==> src/rtl/nfca_poll_scheduler_if.sv <==
// rtl/nfca_poll_scheduler_if.sv - host, controller TX/RX and uart pass-through signal bundle
interface nfca_poll_scheduler_if;
    logic       poll_en;
    logic       h_tvalid;
    logic       h_tready;
    logic [7:0] h_tdata;
    logic [3:0] h_tdatab;
    logic       h_tlast;
    logic       tx_tvalid;
    logic       tx_tready;
    logic [7:0] tx_tdata;
    logic [3:0] tx_tdatab;
    logic       tx_tlast;
    logic       rx_tvalid;
    logic [7:0] rx_tdata;
    logic [3:0] rx_tdatab;
    logic       rx_tend;
    logic       rx_terr;
    logic       o_tvalid;
    logic [7:0] o_tdata;
    logic [3:0] o_tdatab;
    logic       o_tend;
    logic       o_terr;
    logic       card_present;
    logic       busy;

    modport slave (
        input  poll_en, h_tvalid, h_tdata, h_tdatab, h_tlast,
        output h_tready,
        output tx_tvalid, tx_tdata, tx_tdatab, tx_tlast,
        input  tx_tready,
        input  rx_tvalid, rx_tdata, rx_tdatab, rx_tend, rx_terr,
        output o_tvalid, o_tdata, o_tdatab, o_tend, o_terr,
        output card_present, busy
    );

    modport master (
        output poll_en, h_tvalid, h_tdata, h_tdatab, h_tlast,
        input  h_tready,
        input  tx_tvalid, tx_tdata, tx_tdatab, tx_tlast,
        output tx_tready,
        output rx_tvalid, rx_tdata, rx_tdatab, rx_tend, rx_terr,
        input  o_tvalid, o_tdata, o_tdatab, o_tend, o_terr,
        input  card_present, busy
    );
endinterface

==> src/rtl/nfca_poll_scheduler.sv <==
// rtl/nfca_poll_scheduler.sv - arbitrates controller TX between host frames and REQA presence polls
module nfca_poll_scheduler #(
    parameter int unsigned CLK_FREQ     = 81360000,
    parameter int unsigned POLL_MS      = 100,
    parameter int unsigned RESP_TIMEOUT = 40000,
    parameter int unsigned MISS_LIMIT   = 3
) (
    input  logic                   clk,
    input  logic                   rst,
    nfca_poll_scheduler_if.slave   bus
);

    localparam int unsigned POLL_CYC = CLK_FREQ / 1000 * POLL_MS;
    localparam int PW = (POLL_CYC > 1) ? $clog2(POLL_CYC) : 1;
    localparam int WW = (RESP_TIMEOUT > 1) ? $clog2(RESP_TIMEOUT) : 1;
    localparam logic [PW-1:0] POLL_RELOAD = PW'(POLL_CYC - 1);
    localparam logic [WW-1:0] WAIT_RELOAD = WW'(RESP_TIMEOUT - 1);
    localparam logic [3:0]    MISS_MAX    = 4'(MISS_LIMIT);

    typedef enum logic [2:0] {
        S_IDLE,
        S_HOST_TX,
        S_HOST_WAIT,
        S_POLL_TX,
        S_POLL_WAIT
    } state_t;

    state_t          state_q, state_d;
    logic [PW-1:0]   poll_cnt_q, poll_cnt_d;
    logic            poll_due_q, poll_due_d;
    logic [WW-1:0]   wait_cnt_q, wait_cnt_d;
    logic [3:0]      miss_cnt_q, miss_cnt_d;
    logic            card_present_q, card_present_d;
    logic [2:0]      rx_cnt_q, rx_cnt_d;
    logic            rx_bad_q, rx_bad_d;
    logic            o_tvalid_q, o_tvalid_d;
    logic [7:0]      o_tdata_q, o_tdata_d;
    logic [3:0]      o_tdatab_q, o_tdatab_d;
    logic            o_tend_q, o_tend_d;
    logic            o_terr_q, o_terr_d;

    logic            tx_tvalid, tx_tlast, h_tready;
    logic [7:0]      tx_tdata;
    logic [3:0]      tx_tdatab;
    logic            rx_end, rx_byte, wait_done, poll_ok;
    logic [3:0]      miss_next;

    // Next-state, timers, poll bookkeeping and the TX mux
    always_comb begin
        state_d        = state_q;
        poll_cnt_d     = poll_cnt_q;
        poll_due_d     = poll_due_q;
        wait_cnt_d     = wait_cnt_q;
        miss_cnt_d     = miss_cnt_q;
        card_present_d = card_present_q;
        rx_cnt_d       = rx_cnt_q;
        rx_bad_d       = rx_bad_q;
        tx_tvalid      = 1'b0;
        tx_tdata       = 8'h00;
        tx_tdatab      = 4'd0;
        tx_tlast       = 1'b0;
        h_tready       = 1'b0;
        poll_ok        = 1'b0;
        miss_next      = miss_cnt_q;

        rx_end    = bus.rx_tvalid & bus.rx_tend;
        rx_byte   = bus.rx_tvalid & ~bus.rx_tend;
        wait_done = (wait_cnt_q == '0);

        // poll traffic is swallowed; everything else is forwarded one cycle late
        o_tvalid_d = bus.rx_tvalid & (state_q != S_POLL_WAIT);
        o_tdata_d  = bus.rx_tdata;
        o_tdatab_d = bus.rx_tdatab;
        o_tend_d   = bus.rx_tend;
        o_terr_d   = bus.rx_terr;

        case (state_q)
            S_IDLE: begin
                if (poll_cnt_q == '0) begin
                    poll_due_d = 1'b1;
                    poll_cnt_d = POLL_RELOAD;
                end else begin
                    poll_cnt_d = poll_cnt_q - PW'(1);
                end
                if (bus.h_tvalid) begin
                    state_d = S_HOST_TX;
                end else if (poll_due_q && bus.poll_en) begin
                    state_d = S_POLL_TX;
                end
            end
            S_HOST_TX: begin
                tx_tvalid = bus.h_tvalid;
                tx_tdata  = bus.h_tdata;
                tx_tdatab = bus.h_tdatab;
                tx_tlast  = bus.h_tlast;
                h_tready  = bus.tx_tready;
                if (bus.h_tvalid && bus.tx_tready && bus.h_tlast) begin
                    state_d    = S_HOST_WAIT;
                    wait_cnt_d = WAIT_RELOAD;
                end
            end
            S_HOST_WAIT: begin
                if (rx_end || wait_done) begin
                    state_d    = S_IDLE;
                    poll_cnt_d = POLL_RELOAD;
                    // a clean host exchange is proof enough that a card is there
                    if (rx_end && !bus.rx_terr) begin
                        card_present_d = 1'b1;
                        miss_cnt_d     = 4'd0;
                    end
                end else begin
                    wait_cnt_d = wait_cnt_q - WW'(1);
                end
            end
            S_POLL_TX: begin
                tx_tvalid = 1'b1;
                tx_tdata  = 8'h26;
                tx_tdatab = 4'd7;
                tx_tlast  = 1'b1;
                if (bus.tx_tready) begin
                    state_d    = S_POLL_WAIT;
                    poll_due_d = 1'b0;
                    wait_cnt_d = WAIT_RELOAD;
                    rx_cnt_d   = 3'd0;
                    rx_bad_d   = 1'b0;
                end
            end
            S_POLL_WAIT: begin
                if (rx_byte) begin
                    if (rx_cnt_q != 3'd7) begin
                        rx_cnt_d = rx_cnt_q + 3'd1;
                    end
                    if (bus.rx_tdatab != 4'd8) begin
                        rx_bad_d = 1'b1;
                    end
                end
                if (rx_end || wait_done) begin
                    state_d = S_IDLE;
                    // only a clean two-full-byte ATQA counts as a hit
                    poll_ok = rx_end && !bus.rx_terr && (rx_cnt_q == 3'd2) && !rx_bad_q;
                    if (poll_ok) begin
                        card_present_d = 1'b1;
                        miss_cnt_d     = 4'd0;
                    end else begin
                        miss_next  = (miss_cnt_q >= MISS_MAX) ? MISS_MAX : miss_cnt_q + 4'd1;
                        miss_cnt_d = miss_next;
                        if (miss_next == MISS_MAX) begin
                            card_present_d = 1'b0;
                        end
                    end
                end else begin
                    wait_cnt_d = wait_cnt_q - WW'(1);
                end
            end
            default: state_d = S_IDLE;
        endcase
    end

    // State and datapath registers with synchronous reset
    always_ff @(posedge clk) begin
        if (rst) begin
            state_q        <= S_IDLE;
            poll_cnt_q     <= POLL_RELOAD;
            poll_due_q     <= 1'b0;
            wait_cnt_q     <= '0;
            miss_cnt_q     <= 4'd0;
            card_present_q <= 1'b0;
            rx_cnt_q       <= 3'd0;
            rx_bad_q       <= 1'b0;
            o_tvalid_q     <= 1'b0;
            o_tdata_q      <= 8'h00;
            o_tdatab_q     <= 4'd0;
            o_tend_q       <= 1'b0;
            o_terr_q       <= 1'b0;
        end else begin
            state_q        <= state_d;
            poll_cnt_q     <= poll_cnt_d;
            poll_due_q     <= poll_due_d;
            wait_cnt_q     <= wait_cnt_d;
            miss_cnt_q     <= miss_cnt_d;
            card_present_q <= card_present_d;
            rx_cnt_q       <= rx_cnt_d;
            rx_bad_q       <= rx_bad_d;
            o_tvalid_q     <= o_tvalid_d;
            o_tdata_q      <= o_tdata_d;
            o_tdatab_q     <= o_tdatab_d;
            o_tend_q       <= o_tend_d;
            o_terr_q       <= o_terr_d;
        end
    end

    assign bus.tx_tvalid    = tx_tvalid;
    assign bus.tx_tdata     = tx_tdata;
    assign bus.tx_tdatab    = tx_tdatab;
    assign bus.tx_tlast     = tx_tlast;
    assign bus.h_tready     = h_tready;
    assign bus.o_tvalid     = o_tvalid_q;
    assign bus.o_tdata      = o_tdata_q;
    assign bus.o_tdatab     = o_tdatab_q;
    assign bus.o_tend       = o_tend_q;
    assign bus.o_terr       = o_terr_q;
    assign bus.card_present = card_present_q;
    assign bus.busy         = (state_q != S_IDLE);

endmodule

==> src/flat_wrapper.sv <==
// flat-port wrapper written by rule: the top's interface ports become plain ports
module nfca_poll_scheduler_flat 
#(
    parameter int unsigned CLK_FREQ     = 81360000,
    parameter int unsigned POLL_MS      = 100,
    parameter int unsigned RESP_TIMEOUT = 40000,
    parameter int unsigned MISS_LIMIT   = 3
)
  (clk, rst, bus_poll_en, bus_h_tvalid, bus_h_tdata, bus_h_tdatab, bus_h_tlast, bus_h_tready, bus_tx_tvalid, bus_tx_tdata, bus_tx_tdatab, bus_tx_tlast, bus_tx_tready, bus_rx_tvalid, bus_rx_tdata, bus_rx_tdatab, bus_rx_tend, bus_rx_terr, bus_o_tvalid, bus_o_tdata, bus_o_tdatab, bus_o_tend, bus_o_terr, bus_card_present, bus_busy);
  nfca_poll_scheduler_if bus_i ();
  input  logic clk;
  input  logic rst;
  input wire logic [$bits(bus_i.poll_en)-1:0] bus_poll_en;
  input wire logic [$bits(bus_i.h_tvalid)-1:0] bus_h_tvalid;
  input wire logic [$bits(bus_i.h_tdata)-1:0] bus_h_tdata;
  input wire logic [$bits(bus_i.h_tdatab)-1:0] bus_h_tdatab;
  input wire logic [$bits(bus_i.h_tlast)-1:0] bus_h_tlast;
  output wire logic [$bits(bus_i.h_tready)-1:0] bus_h_tready;
  output wire logic [$bits(bus_i.tx_tvalid)-1:0] bus_tx_tvalid;
  output wire logic [$bits(bus_i.tx_tdata)-1:0] bus_tx_tdata;
  output wire logic [$bits(bus_i.tx_tdatab)-1:0] bus_tx_tdatab;
  output wire logic [$bits(bus_i.tx_tlast)-1:0] bus_tx_tlast;
  input wire logic [$bits(bus_i.tx_tready)-1:0] bus_tx_tready;
  input wire logic [$bits(bus_i.rx_tvalid)-1:0] bus_rx_tvalid;
  input wire logic [$bits(bus_i.rx_tdata)-1:0] bus_rx_tdata;
  input wire logic [$bits(bus_i.rx_tdatab)-1:0] bus_rx_tdatab;
  input wire logic [$bits(bus_i.rx_tend)-1:0] bus_rx_tend;
  input wire logic [$bits(bus_i.rx_terr)-1:0] bus_rx_terr;
  output wire logic [$bits(bus_i.o_tvalid)-1:0] bus_o_tvalid;
  output wire logic [$bits(bus_i.o_tdata)-1:0] bus_o_tdata;
  output wire logic [$bits(bus_i.o_tdatab)-1:0] bus_o_tdatab;
  output wire logic [$bits(bus_i.o_tend)-1:0] bus_o_tend;
  output wire logic [$bits(bus_i.o_terr)-1:0] bus_o_terr;
  output wire logic [$bits(bus_i.card_present)-1:0] bus_card_present;
  output wire logic [$bits(bus_i.busy)-1:0] bus_busy;
  assign bus_i.poll_en = bus_poll_en;
  assign bus_i.h_tvalid = bus_h_tvalid;
  assign bus_i.h_tdata = bus_h_tdata;
  assign bus_i.h_tdatab = bus_h_tdatab;
  assign bus_i.h_tlast = bus_h_tlast;
  assign bus_h_tready = bus_i.h_tready;
  assign bus_tx_tvalid = bus_i.tx_tvalid;
  assign bus_tx_tdata = bus_i.tx_tdata;
  assign bus_tx_tdatab = bus_i.tx_tdatab;
  assign bus_tx_tlast = bus_i.tx_tlast;
  assign bus_i.tx_tready = bus_tx_tready;
  assign bus_i.rx_tvalid = bus_rx_tvalid;
  assign bus_i.rx_tdata = bus_rx_tdata;
  assign bus_i.rx_tdatab = bus_rx_tdatab;
  assign bus_i.rx_tend = bus_rx_tend;
  assign bus_i.rx_terr = bus_rx_terr;
  assign bus_o_tvalid = bus_i.o_tvalid;
  assign bus_o_tdata = bus_i.o_tdata;
  assign bus_o_tdatab = bus_i.o_tdatab;
  assign bus_o_tend = bus_i.o_tend;
  assign bus_o_terr = bus_i.o_terr;
  assign bus_card_present = bus_i.card_present;
  assign bus_busy = bus_i.busy;
  nfca_poll_scheduler #(.CLK_FREQ(CLK_FREQ), .POLL_MS(POLL_MS), .RESP_TIMEOUT(RESP_TIMEOUT), .MISS_LIMIT(MISS_LIMIT)) u_core (.clk(clk), .rst(rst), .bus(bus_i));
endmodule
==> config.mk <==
export PLATFORM = sky130hd
export DESIGN_NAME = nfca_poll_scheduler_flat
export DESIGN_NICKNAME = d
export VERILOG_FILES = /design/src/rtl/nfca_poll_scheduler_if.sv /design/src/rtl/nfca_poll_scheduler.sv /design/src/flat_wrapper.sv
export SDC_FILE = /design/constraint.sdc
export NUM_CORES = 1
export LEC_CHECK = 0
export ABC_AREA = 1
export CAP_MARGIN = 20
export CORE_ASPECT_RATIO = 1.75
export CORE_UTILIZATION = 55
export DETAILED_ROUTE_END_ITERATION = 8
export PLACE_DENSITY = 0.89
export SYNTH_ARGS = -nofsm -noshare
export SYNTH_HDL_FRONTEND = slang
export SYNTH_SLANG_ARGS = --single-unit
==> constraint.sdc <==
create_clock -name clk -period 4.9 [get_ports clk]
set_input_delay 0.98 -clock clk [delete_from_list [all_inputs] [get_ports clk]]
set_output_delay 0.98 -clock clk [all_outputs]
set_load 0.05 [all_outputs]
# [Word level (Yosys, flattened, before mapping)]
# Index checks and enable logic that the tools add are counted.
# Widths: inputs -> output; s select.
[classes] add_sub_neg=4 multipliers=0 div=0 order_cmp=1 eq_ne=22 n_shift=0 mux=40 bitwise_logic=4 n_reduce_logical=27
[ops] op="$mux 16" n=3
[ops] op="$pmux 16 s3" n=1
[ops] op="$mux 23" n=2
[ops] op="$pmux 23 s2" n=1
[ops] op="$mux 3" n=8
[ops] op="$logic_not 23->1" n=1
[ops] op="$sub 23x1->23 const B" n=1
[ops] op="$mux 4" n=5
[ops] op="$reduce_and 4->1" n=5
[ops] op="$ne 2x1->1 const B" n=9
[ops] op="$logic_not 16->1" n=1
[ops] op="$pmux 4 s2" n=2
[ops] op="$pmux 8 s2" n=1
[ops] op="$sub 16x1->16 const B" n=1
[ops] op="$pmux 3 s4" n=1
[ops] op="$mux 1" n=10
[ops] op="$pmux 1 s2" n=5
[ops] op="$eq 3x2->1 const B" n=3
[ops] op="$reduce_bool 2->1" n=4
[ops] op="$logic_and 1x1->1" n=6
[ops] op="$ne 3x3->1 const B" n=2
[ops] op="$pmux 3 s2" n=1
[ops] op="$reduce_bool 3->1" n=2
[ops] op="$reduce_and 5->1" n=1
[ops] op="18 further kinds" n=22
[totals] reg_bits=67 latchBits=0 mem_bits_rw=0 mem_bits_ro=0 output_inout_bits=32 elab_cells=111 memories=0

# [Depth between registers and ports, before layout]
# Gate-level depths: netlist of the first run.
[depth] word_depth=7 ltp_mapped=11 mapped_depth_nobuf=11

# [Least setup slack after synthesis of the first run]
# Ideal clock, no wire load.
[synth_path] path_kind="input -> output" start="in bus_tx_tready" end="out bus_h_tready" t_arrival_ns=1.698 setup_slack_ns=2.222 path_stages=2 n_path_buf=0 cell_sequence="inv_1 -> nor2_1"
[synth_via] elab_chain_cells=1
[synth_rtl] element="from (decl)" line_no="flat_wrapper.sv:23" source="input wire logic [$bits(bus_i.tx_tready)-1:0] bus_tx_tready;"
[synth_rtl] element="$mux 1" line_no="nfca_poll_scheduler.sv:77" source="case (state_q)"
[synth_rtl] element="to (decl)" line_no="flat_wrapper.sv:18" source="output wire logic [$bits(bus_i.h_tready)-1:0] bus_h_tready;"
# No other way between the ends.

# [Final worst setup path of the first run]
# Same ends and word-level chain as after synthesis.

==> metrics.md, run 1 <==
| Metric | Value |
|---|---|
| Type of the worst min-delay path | `reg -> reg` |
| Final ANT Viol Nets | `0` |
| DRT iter0 DRCs | `325` |
| PortBufs | `64` |
| WL/cell | `13.64 um` |
| Vias in the first global route | `4086` |
| Maximum Capacitance Violations | `0` |
| Cts bufs inserted | `9` |
| Status | `complete, no violations` |
| GR Overflow Total | `0` |
| Register area share after synthesis | `0.3424` |
| DRT Pass-1 Iters | `5` |
| Most frequent cells in the layout | `157 x nand2_1, 125 x nor2_1, 82 x inv_1` |
| Final Setup Violations | `0` |
| Crit-path cells | `clkdlybuf4s50_1 -> inv_1 -> nor2_1 -> clkdlybuf4s50_1` |
| Fillcell total | `521` |
| Crit Path Category | `in -> out` |
| Leakage power | `2.279 nW` |
| Largest net degree at the start of global routing | `40` |
| RSZ-0062 raised after global routing | `false` |
| Root buf cell | `clkbuf_16` |
| Final WL | `10490 um` |
| CP startpoint kind | `primary input` |
| DIE AREA | `0.007477 mm2` |
| H-tree level count | `3` |
| Share of flip-flops with an asynchronous set or reset | `0` |
| Post-CTS Setup Bufs | `0` |
| Tmin final | `3503 ps` |
| Max Transition Viols Final | `0` |
| Commonest non-fill, non-tap cell in the layout | `nand2_1` |
| Worst-path fanout max | `3` |
| Die Ht | `113.6 um` |
| Worst Path Arrival | `2520 ps` |
| Area of the core | `0.006857 mm2` |
| DP Cell Count | `753` |
| Io pins | `65` |
| Worst EP required | `3920 ps` |
| Initial antenna violation count | `0` |
| Worst path slowest cell | `clkdlybuf4s50_1` |
| Starting Density | `0.5714` |
| TNS Setup | `0 ps` |
| Most Frequent Cell on Critical Path | `clkdlybuf4s50_1` |
| # rows | `40` |
| Total power per unit cell area | `566.6 mW/mm2` |
| Post-synthesis cell count | `615` |
| Synth Flop Type | `dfxtp_1` |
| Period utilization | `0.7149` |
| Crit-path max cell delay | `820 ps` |
| Diode count | `0` |
| Post-CTS Resized | `0` |
| Skew-Pair Late Insertion Delay | `340 ps` |
| Peak supply drop | `0.4625 mV` |
| HPWL after detailed placement | `7538 um` |
| Reg clk slew, reported paths | `60 ps` |
| Via/cell ratio | `5.393` |
| Util after Layout | `0.7186` |
| Post-synth EDFFs | `0` |
| GRT Overall Usage | `0.3102` |
| Mapped Area | `0.003918 mm2` |
| Yosys warnings | `0` |
| Achievable frequency | `285.5 MHz` |
| Least-Margin Pin Slew | `583.7 ps` |
| Pwr Total | `0.002792 W` |
| Syn Nets | `656` |
| # hold bufs at CTS | `0` |
| Synth-to-layout area growth | `25.77%` |
| CP endpoint kind | `output port` |
| Die width | `65.80 um` |
| CTS Buffer Depth | `2` |
| DRC violations left | `0` |
| Final count of hold timing violations | `0` |
| Rel. slew slack | `0.6104` |
| Synth Area per Inst | `6.370 um2` |
| Hold slack | `449.9 ps` |
| #FFs+latches synth | `67` |
| Synth cell types | `37` |
| Layout cells sized above 1 | `0.07737` |
| Layout Nets | `721` |
| First-pass GRT wire length | `17590 um` |
| TritonCTS clock tree | `done` |
| RePlAce Congestion | `0.9380` |
| Skew final | `6.107 ps` |
| Clock sink total | `67` |
| Vias | `4147` |
| Final Non-Filler Cells | `769` |
==> cell families (layout without fill, tap and decap cells) <==
| family | after synthesis | in the layout | share of synthesized area |
|---|---|---|---|
| fa+ha+maj | 8 | 8 | 0.02555 |
| flops | 67 | 67 | 0.3424 |
| buf+inv | 98 | 168 | 0.1032 |
| simple gates | 392 | 392 | 0.4452 |
| compound gates | 47 | 47 | 0.07697 |
| xor+xnor | 3 | 3 | 0.006708 |
==> cells in the mapped netlist (all sizes together) (3+ instances only) <==
| library cell | instances | area (um2) |
|---|---|---|
| nand2 | 170 | 700.7 |
| nor3 | 5 | 36.29 |
| o211ai | 3 | 36.28 |
| buf | 7 | 52.54 |
| inv | 86 | 327.8 |
| nand4 | 9 | 56.30 |
| o21ai | 14 | 70.06 |
| dfxtp | 67 | 1341 |
| a21oi | 23 | 141.4 |
| nand3b | 7 | 52.55 |
| ha | 8 | 100.1 |
| clkbuf | 4 | 15.01 |
| nand3 | 68 | 360.4 |
| a211oi | 4 | 30.03 |
| or2 | 5 | 31.28 |
| nor2 | 127 | 500.5 |
==> routing by layer <==
layer | track usage | part of all wire
met5 | 0 | 0
met4 | 0.1957 | 0.045
met3 | 0.08500 | 0.073
met2 | 0.5435 | 0.53
met1 | 0.3124 | 0.36
==> final timing paths <==
check                            start               endpoint  slack [ps]  depth (start not counted)
hold / removal    u_core.miss_cnt_q[2]   u_core.miss_cnt_q[2]         450                          2
setup / recovery         bus_tx_tready           bus_h_tready        1400                          4
hold reg to reg   u_core.miss_cnt_q[2]   u_core.miss_cnt_q[2]         450                          2
setup reg to reg  u_core.wait_cnt_q[0]  u_core.poll_cnt_q[20]        2690                         10
==> critical path, delay by kind of cell <==
family / cells / cell delay (ps)
simple gates: 1 / 120
buf+inv: 3 / 1420
==> through the flow <==
| step | worst slack (ps) | cell area, um2 |
|---|---|---|
| floorplan | 2222 | 3918 |
| global placement | 1448 | 4603 |
| detailed placement | 1393 | 4603 |
| CTS | 1391 | 4927 |
| global route | 1350 | 4927 |
| finish | 1397 | 4927 |
==> registers in the layout, summed over array words and instances (netlist names) <==
signal and cells:
u_core.bus.card_present 1, u_core.bus.o_tdata 8, u_core.bus.o_tdatab 4, u_core.bus.o_tend 1, u_core.bus.o_terr 1, u_core.bus.o_tvalid 1, u_core.miss_cnt_q 4, u_core.poll_cnt_q 23
u_core.poll_due_q 1, u_core.rx_bad_q 1, u_core.rx_cnt_q 3, u_core.state_q 3, u_core.wait_cnt_q 16
==> layout make-up <==
cell class | instances | area [um2] | area share
Multi-Input combinational cell | 450 | 2172 | 0.4408
Sequential cell | 67 | 1341 | 0.2722
Timing Repair Buffer | 65 | 648.1 | 0.1315
Inverter | 87 | 336.6 | 0.06831
Clock buffer | 9 | 225.2 | 0.04571
Tap cell | 84 | 105.1 | 0.02133
Clock inverter | 7 | 98.84 | 0.02006
==> power breakdown <==
part / internal [W] / switching [W] / total (W) / leakage [nW]
Clock: 0.000448 / 0.000250 / 0.000699 / 0.156
Sequential: 0.000623 / 0.0000777 / 0.000701 / 0.549
Combinational: 0.000430 / 0.000962 / 0.00139 / 1.57
Note: power is estimated with default switching activity, not from simulation.
==> run 2, diff against run 1 <==
- CORE_UTILIZATION: 55 -> 54
- PLACE_DENSITY: 0.89 -> 0.88
- clock period: 4.9 -> 3.65 ns (I/O delays scaled with it)
==> metrics.md, run 2 (synthesis results as in run 1) <==
| Metric | Value |
|---|---|
| Initial antenna violation count | `0` |
| Io pins | `65` |
| Final WL | `10620 um` |
| Commonest non-fill, non-tap cell in the layout | `nand2_1` |
| Fillcell total | `574` |
| Multi-input gate area | `0.002172 mm2` |
| Largest register FFs | `23` |
| Period utilization | `0.8399` |
| Post-CTS Setup Bufs | `0` |
| Sw Share | `0.4597` |
| R2r endpoint | `u_core.poll_cnt_q[1]` |
| Worst path slowest cell | `clkdlybuf4s50_1` |
| First-pass GRT wire length | `17160 um` |
| GRT Overall Usage | `0.2985` |
| CP endpoint kind | `output port` |
| Starting Density | `0.5631` |
| RSZ-0062 raised after global routing | `false` |
| Rel. slew slack | `0.5955` |
| Layout Nets | `721` |
| TritonCTS clock tree | `done` |
| Final ANT Viol Nets | `0` |
| Vias | `4105` |
| Final Setup Violations | `0` |
| Worst Path Buf+Inv | `2` |
| Most Frequent Cell on Critical Path | `nand2_1` |
| Max Transition Viols Final | `0` |
| DRC violations left | `0` |
| Stages on worst setup path | `5` |
| Worst setup endpoint | `bus_tx_tdatab[3]` |
| Storage cell area | `0.001341 mm2` |
| Util after Layout | `0.7041` |
| Worst setup slack after layout | `584.4 ps` |
| Largest Register | `u_core.poll_cnt_q` |
| CP startpoint kind | `flip-flop` |
| Layout cells sized above 1 | `0.07310` |
| Diode count | `0` |
| Maximum Capacitance Violations | `0` |
| Root buf cell | `clkbuf_16` |
| Worst-path fanout max | `10` |
| Total power per unit cell area | `746.4 mW/mm2` |
| Psw | `0.001681 W` |
| Tmin final | `3066 ps` |
| HPWL after detailed placement | `7739 um` |
| Crit-path cells | `nand2_1 -> inv_2 -> nand2_1 -> nor2_1 -> clkdlybuf4s50_1` |
| Largest net degree at the start of global routing | `39` |
| RR Startpoint | `u_core.wait_cnt_q[0]` |
| Worst Path Arrival | `2340 ps` |
| Pre-CTS worst setup slack | `680.2 ps` |
| CTS Buffer Depth | `2` |
| Worst EP required | `2920 ps` |
| Reg clk slew, reported paths | `50 ps` |
| DIE AREA | `0.007613 mm2` |
| Peak supply drop | `0.5561 mV` |
| Achievable frequency | `326.2 MHz` |
| Setup crit start | `u_core.state_q[0]` |
| Post-CTS Resized | `0` |
| Top cell family by delay on the critical path | `buffers and inverters` |
| DRT iter0 DRCs | `341` |
| TNS Setup | `0 ps` |
| Internal Pwr Total | `0.001975 W` |
| Leakage power | `2.268 nW` |
| Vias in the first global route | `3950` |
| Least-Margin Pin Slew | `606.1 ps` |
| Register share of total power | `0.257` |
| Combinational share of power | `0.506` |
| Skew final | `8.077 ps` |
| H-tree level count | `3` |
| Type of the worst min-delay path | `reg -> reg` |
| DRT Pass-1 Iters | `5` |
| Die Ht | `114.7 um` |
| Clock sink total | `67` |
| GR Overflow Total | `0` |
| Crit-path max cell delay | `820 ps` |
| DP Cell Count | `753` |
| Final Non-Filler Cells | `768` |
| Most frequent cells in the layout | `157 x nand2_1, 125 x nor2_1, 82 x inv_1` |
| Crit Path Category | `reg -> out` |
| Via/cell ratio | `5.345` |
| Reg2Reg Depth | `10` |
| Final count of hold timing violations | `0` |
| Clock share of power | `0.237` |
| WL/cell | `13.83 um` |
| Synth-to-layout area growth | `25.04%` |
| Final instance area | `0.004898 mm2` |
| Skew-Pair Late Insertion Delay | `330 ps` |
| # rows | `40` |
| Worst R2R Setup Slack | `1590 ps` |
| Die width | `66.39 um` |
| Area of the core | `0.006957 mm2` |
| RePlAce Congestion | `0.9691` |
| PortBufs | `64` |
| Cts bufs inserted | `9` |
| Status | `complete, no violations` |
| Placed instance area | `0.004603 mm2` |
| # hold bufs at CTS | `0` |
==> run 2: worst min-delay path, cell delays in order, from the launching register on <==
cell and delay [ps]:
dfxtp_1 310, nand2_1 60, nor2_1 40
==> run 2: how the worst min path moves through the flow <==
stage | start | end | cells after the start
after detailed placement | u_core.miss_cnt_q[3] | u_core.miss_cnt_q[3] | 2
final | u_core.miss_cnt_q[3] | u_core.miss_cnt_q[3] | 2
after global placement | u_core.miss_cnt_q[2] | u_core.miss_cnt_q[2] | 2
after floorplan | u_core.miss_cnt_q[2] | u_core.miss_cnt_q[2] | 2
after CTS | u_core.miss_cnt_q[3] | u_core.miss_cnt_q[3] | 2
after global routing | u_core.miss_cnt_q[3] | u_core.miss_cnt_q[3] | 2
==> run 2: final cells by class <==
type / count / area share
Tap cell: 84 / 0.02146
Clock buffer: 13 / 0.05313
Multi-Input combinational cell: 450 / 0.4434
Clock inverter: 2 / 0.007152
Timing Repair Buffer: 65 / 0.1323
Inverter: 87 / 0.06871
Sequential cell: 67 / 0.2738
==> run 2: power groups by stage <==
stage / combinational, W / sequential [W] / clock (W)
6_report: 0.00185 / 0.000940 / 0.000866
5_1_grt: 0.00202 / 0.000951 / 0.000898
4_1_cts: 0.00184 / 0.000936 / 0.000873
3_5_place_dp: 0.00182 / 0.000951 / 0
3_3_place_gp: 0.00177 / 0.000944 / 0
2_1_floorplan: 0.00138 / 0.000973 / 0
==> run 2: per-layer routing <==
| metal | global-route usage | share of wire | vias to the layer above | routed length (um) |
|---|---|---|---|---|
| met5 | 0 | 0 | - | 0 |
| met4 | 0.1957 | 0.040 | 0 | 429 |
| met3 | 0.04681 | 0.037 | 34 | 394 |
| met2 | 0.5735 | 0.57 | 115 | 6055 |
| met1 | 0.2749 | 0.35 | 1900 | 3740 |
| li1 | - | - | 2056 | - |
==> run 2: stage by stage <==
step	power, W	hold slack, ps
final	0.003656	444.0
after global routing	0.003874	488.1
after CTS	0.003653	444.8
after detailed placement	0.002774	437.2
after global placement	0.002718	431.2
after floorplan	0.002349	423.4
